`config.mk`:
```
export PLATFORM = sky130hd
export DESIGN_NAME = srl_fifo
export DESIGN_NICKNAME = d
export VERILOG_FILES = /design/src/rtl/srl_fifo.sv
export SDC_FILE = /design/constraint.sdc
export NUM_CORES = 1
export LEC_CHECK = 0
export ABC_AREA = 1
export BUFFER_PORTS_ARGS = -buffer_cell sky130_fd_sc_hd__buf_4
export CORE_ASPECT_RATIO = 1.4
export CORE_UTILIZATION = 56
export DETAILED_ROUTE_END_ITERATION = 10
export GPL_ROUTABILITY_DRIVEN = 0
export PLACE_DENSITY = 0.75
export RECOVER_POWER = 50
export SETUP_SLACK_MARGIN = 0.05
export SLEW_MARGIN = 40
export SYNTH_ARGS = -nofsm -noshare
export SYNTH_HDL_FRONTEND = slang
export SYNTH_SLANG_ARGS = --single-unit
```
`constraint.sdc`:
```
create_clock -name clk -period 13.95 [get_ports clk]
set_input_delay 1.395 -clock clk [delete_from_list [all_inputs] [get_ports clk]]
set_output_delay 1.395 -clock clk [all_outputs]
set_load 0.01 [all_outputs]
```
`src/rtl/srl_fifo.sv`:
```
// Single-clock FIFO on a shift-register storage array. Writes shift every entry
// up by one, and reads come from the entry that the occupancy count points at.
module srl_fifo #(
    parameter int WIDTH  = 8,
    parameter int ADDR_W = 5
) (
    input  logic             clk,
    input  logic             rst,
    input  logic [WIDTH-1:0] d,
    input  logic             wr_en,
    input  logic             rd_en,
    output logic [WIDTH-1:0] q,
    output logic             empty,
    output logic             full,
    output logic             err_ovr,
    output logic             err_und
);

    localparam int              DEPTH = 2 ** ADDR_W;
    localparam logic [ADDR_W-1:0] CAP = {ADDR_W{1'b1}};
    localparam logic [ADDR_W-1:0] ONE = {{(ADDR_W-1){1'b0}}, 1'b1};

    logic [WIDTH-1:0]  srl_r [DEPTH];
    logic [ADDR_W-1:0] cnt_r;
    logic [WIDTH-1:0]  q_r;
    logic              empty_r;
    logic              full_r;
    logic              err_ovr_r;
    logic              err_und_r;

    logic              shift_s;
    logic [ADDR_W-1:0] rd_addr_s;
    logic [ADDR_W-1:0] cnt_nxt_s;
    logic [WIDTH-1:0]  q_nxt_s;
    logic              set_ovr_s;
    logic              set_und_s;

    // Next-state decode for occupancy, read data and error events.
    always_comb begin
        shift_s   = 1'b0;
        rd_addr_s = cnt_r - ONE;
        cnt_nxt_s = cnt_r;
        q_nxt_s   = q_r;
        set_ovr_s = 1'b0;
        set_und_s = 1'b0;
        // A full FIFO may still shift when a pop frees the oldest slot in the same cycle.
        if (wr_en && (!full_r || rd_en)) begin
            shift_s = 1'b1;
        end else begin
            shift_s = 1'b0;
        end
        case ({wr_en, rd_en})
            2'b10: begin
                if (full_r) begin
                    set_ovr_s = 1'b1;
                end else begin
                    cnt_nxt_s = cnt_r + ONE;
                end
            end
            2'b01: begin
                if (empty_r) begin
                    set_und_s = 1'b1;
                end else begin
                    cnt_nxt_s = cnt_r - ONE;
                    q_nxt_s   = srl_r[rd_addr_s];
                end
            end
            2'b11: begin
                // Empty read-while-write forwards the incoming word straight to q.
                if (empty_r) begin
                    q_nxt_s = d;
                end else begin
                    q_nxt_s = srl_r[rd_addr_s];
                end
            end
            default: begin
                cnt_nxt_s = cnt_r;
            end
        endcase
    end

    // Storage shift; contents are not reset since only cnt defines validity.
    always_ff @(posedge clk) begin
        if (shift_s) begin
            srl_r[0] <= d;
            for (int k = 1; k < DEPTH; k++) begin
                srl_r[k] <= srl_r[k-1];
            end
        end else begin
            srl_r <= srl_r;
        end
    end

    // Control and output registers with synchronous reset.
    always_ff @(posedge clk) begin
        if (rst) begin
            cnt_r     <= {ADDR_W{1'b0}};
            q_r       <= {WIDTH{1'b0}};
            empty_r   <= 1'b1;
            full_r    <= 1'b0;
            err_ovr_r <= 1'b0;
            err_und_r <= 1'b0;
        end else begin
            cnt_r     <= cnt_nxt_s;
            q_r       <= q_nxt_s;
            empty_r   <= (cnt_nxt_s == {ADDR_W{1'b0}});
            full_r    <= (cnt_nxt_s == CAP);
            err_ovr_r <= err_ovr_r | set_ovr_s;
            err_und_r <= err_und_r | set_und_s;
        end
    end

    assign q       = q_r;
    assign empty   = empty_r;
    assign full    = full_r;
    assign err_ovr = err_ovr_r;
    assign err_und = err_und_r;

endmodule

```
======== Word-level counts from Yosys, hierarchy flattened ========
Cells that the tools add are included.
word-level totals
  register bits after elaboration ......... 273
  bits of input ports ..................... 12
  output and inout bits ................... 12
  word-level logic and storage cells ...... 69
cells by class
  add/subtract/negate cells ............... 2
  order comparisons ....................... 1
  equality and inequality tests ........... 5
  multiplexer cells ....................... 14
  bitwise operators ....................... 3
  reduce and logical (&&, ||, !) cells .... 6
operators by type and width
  cell                   count
  $bmux W8 S5            1
  $mux W8                4
  $pmux W8 S2            1
  $mux W5                2
  $pmux W5 S2            1
  $ge A6 B6 Y1 const B   1
  $not A5 Y6             1
  $add A5 B1 Y5 const B  1
  $eq A5 B5 Y1 const B   1
  $logic_not A5 Y1       1
  $mux W1                5
  $sub A5 B1 Y5 const B  1
  $eq A2 B2 Y1 const B   2
  $eq A2 B1 Y1 const B   1
  $ne A2 B2 Y1 const B   1
  $or A1 B1 Y1           2
  $reduce_and A2 Y1      1
  $reduce_bool A2 Y1     1
  $logic_and A1 B1 Y1    1
  $logic_not A1 Y1       1
  $logic_or A1 B1 Y1     1

======== Logic depth before layout (Yosys ltp) ========
  word-level depth ........................ 7
  depth in mapped cells ................... 16
  mapped depth without buffers ............ 11

======== Worst setup path after synthesis ========
OpenSTA, ideal clock, no wires.
  path kind ............................... input-to-reg
  from .................................... input port wr_en
  to ...................................... register srl_r[0] in the netlist's numbering, enable pin
  library setup time ...................... 958 ps
  arrival time ............................ 13721 ps
  required time ........................... 12992 ps
  path slack .............................. -729 ps
  stages .................................. 2
  buffers on the path ..................... 0
  path through ............................ inv_1 > a21oi_1
between the ends
  word-level cells in the longest chain between the ends .. 2
ends and longest elaborated chain
  element                         RTL line  source
  start: declaration              10        input logic wr_en,
  $logic_and A1 B1 Y1             47        if (wr_en && (!full_r || rd_en)) begin
  $mux W1                         47
  named net shift_s               31        logic shift_s;
  end signal: indexed assignment  87        srl_r[k] <= srl_r[k-1];
  end signal: assignment          90        srl_r <= srl_r;
  end: declaration                23        logic [WIDTH-1:0] srl_r [DEPTH];
The timed path passes the listed nets, and every way through them passes these cells.
A chain may end at the register's enable or synchronous reset.

======== Final worst setup path ========
  from .................................... input port wr_en
  to ...................................... register srl_r[3] in the netlist's numbering, enable pin
Same word-level chain as after synthesis.

==> flow_summary.ini <==
[routing]
antenna_left = 0
wirelength_um = 22960
routedWlPerCell_um = 15.94
drc_errors = 0
drt-initial-drc-count = 723
route.detailed.vias_per_inst = 5.409
first_pass_iters = 7
via_count = 7789

[logic_synthesis]
synth_ff_type = edfxtp_1
ys_ff_latch = 273
netlist-cell-type-count = 23
yosys.area_share.simple_pct = 21.90
netlist_instances = 1158
synth_xor_area_share_pct = 0.2876
synth_compound_area_share_pct = 1.747
synth_nets = 1175
ys_top_cells_by_count = nand2_1 (417), edfxtp_1 (256), nand3_1 (173)
synth_mux_area_share_pct = 0
synth_top_family_by_area = simple AND/OR/NAND/NOR gates
synth_fa_ha_area_share_pct = 0.5326
async_flop_share_pct = 0
yosysTopAreaCellShare_pct = 65.45
avgSynthCellArea_um2 = 10.14
synth_area_leaders = edfxtp_1 (65%), nand2_1 (13%), nand3_1 (7.4%), inv_1 (5.0%), dfxtp_1 (2.9%)
syn_area_um2 = 11750
synth-edff-count = 256
yosys.cell_count.top_type = nand2_1
synth.largest_area_cell = edfxtp_1
synth-seq-area-share_pct = 68.34
synth_warnings = 0

[placed_design]
dp.cells = 1394
hpwl_um = 12430
io_buffers = 23

[global_routing]
grt_first_pass_wirelength_um = 37660
grt_max_degree = 97
grt-ovfl-total = 0
grt_pass1_vias = 7527
grtUsageTotal_pct = 21.39
antenna_found_initial = 0

[setup_path]
rrSetupSlack_ps = 10320
worstPathArrival_ps = 4540
crit_type = primary input to register
worstPathMaxFanout = 87
cp-end-kind = register
reg2reg_depth = 4
cp-start-kind = primary input
cp.required_ps = 14160
startpoint = wr_en
r2r-start = full
r2r_end = srl_r[3]

[floorplanning]
die_h_um = 173.4
die_w_um = 124.4
core_um2 = 20560
start_util_pct = 57.14
ios = 24
die-area_um2 = 21570
num_rows = 62

[timing]
max_slew_margin_pct = -20.61
finalSetupViolations = 0
whs_ps = 439.6
fin_crit_sh_pct = 31.06
skew_ps = 18.12
layout_min_cycle_time_ps = 4333
drv_slew = 20
max_clock_freq_mhz = 230.8
worst_pin_slew_ps = 1809
rsz0062_at_grt = no
finalHoldViolCount = 0
tns_ps = 0

[clock_network]
cts.sinks = 273
numCtsBuffers = 25
cts_tree = yes
cts_hold_buf = 0
clk_latency_ps = 530
htree_levels = 1
postCtsSetupBuffers = 0
max-clock-path-buffers = 3
cts_root_buf = clkbuf_16
cts_resized = 0
clkTransAtPathRegs_ps = 70

[outcome]
status = complete, but fails checks
violations = max-capacitance violations, max-slew violations

[finish]
fin_nets = 1182
syn_to_final_growth_pct = 10.18
n_antenna_cell = 0
drive_above_1_share_pct = 6.419
finalNonFillerCells = 1440

[pwr]
ir_drop_mv = 0.1848
power_w = 0.001938
p_leak_nw = 5.581
power_density_nw_per_um2 = 149.7

[job]
maxCapViolCount = 1

[worst_hold_path]
min_path_cells = 0
hold_class = register to register
hold_path_startpoint = srl_r[90]
holdPathEnd = srl_r[82]
[layout make-up]
cell class              instances  area, um^2
well taps                     256       320.3
clock buffers                  27       633.1
flip-flops and latches        273        8031
repair buffers                 33       267.8
multi-input cells             672        2892
fillers                      1549        7615
clock inverters                19       192.7
inverters                     160       605.6
[critical path: stages]
cell	delay, ps
clkbuf_1	130
inv_1	80
a21oi_1	1350
buf_6	710
buf_4	490
buf_12	310
[flip-flops by register name (all words and copies together), names as in the netlist]
| signal | flops |
|---|---|
| err_ovr | 1 |
| srl_r | 256 |
| q | 8 |
| empty | 1 |
| full | 1 |
| err_und | 1 |
| cnt_r | 5 |
[where the power goes]
part	switching [W]	total, W	leakage, nW	internal, W
combinational	0.000182	0.000263	2.53	0.0000803
clock	0.000294	0.000696	0.408	0.000402
sequential	0.0000291	0.000979	2.64	0.000950
total	0.000505	0.00194	5.58	0.00143
[metrics by stage]
stage	utilization [%]	instance area [um^2]	setup slack [ps]
finish	62.96	12940	9617
global placement	58.85	12100	9693
global route	62.96	12940	9296
floorplan	-	11750	4576
CTS	63.05	12960	10520
detailed placement	59.03	12140	9921
[cell usage in the layout, fill, tap and decap left out]
cell	count
nor3_1	1
buf_12	1
buf_4	17
clkbuf_16	25
clkbuf_1	5
nor2_1	28
nand4_1	2
ha_1	4
xor2_2	1
o21ai_1	1
buf_6	5
a21boi_1	1
and3_1	1
inv_2	1
a21oi_1	20
ha_2	1
bufinv_16	4
dfxtp_4	1
dfxtp_1	16
o21ai_0	17
nand2_2	2
inv_1	157
o211ai_1	1
xnor2_2	2
clkbuf_4	7
inv_6	2
inv_4	2
edfxtp_1	256
clkinv_1	8
clkinv_2	5
nand3_1	173
nand2_1	417
[metal layers]
| layer | part of all wire [%] | global-route usage, % | up-vias |
|---|---|---|---|
| met4 | 3.1 | 8.082 | 0 |
| li1 | - | - | 3788 |
| met3 | 5.2 | 2.685 | 56 |
| met2 | 48 | 34.83 | 237 |
| met5 | 0 | 0 | - |
| met1 | 44 | 29.56 | 3708 |
[cell families after synthesis]
kind of cell | Yosys count
fa+ha+maj | 5
flops | 273
simple gates | 624
xor+xnor | 3
compound gates | 40
buf+inv | 213
[how the worst max path moves through the flow]
stage | to | depth (start not counted)
6_report | srl_r[3] | 6
5_1_grt | srl_r[3] | 6
4_1_cts | srl_r[3] | 6
3_5_place_dp | srl_r[3] | 6
3_3_place_gp | srl_r[11] | 5
2_1_floorplan | srl_r[0] | 2
(Power assumes the default switching activity.)
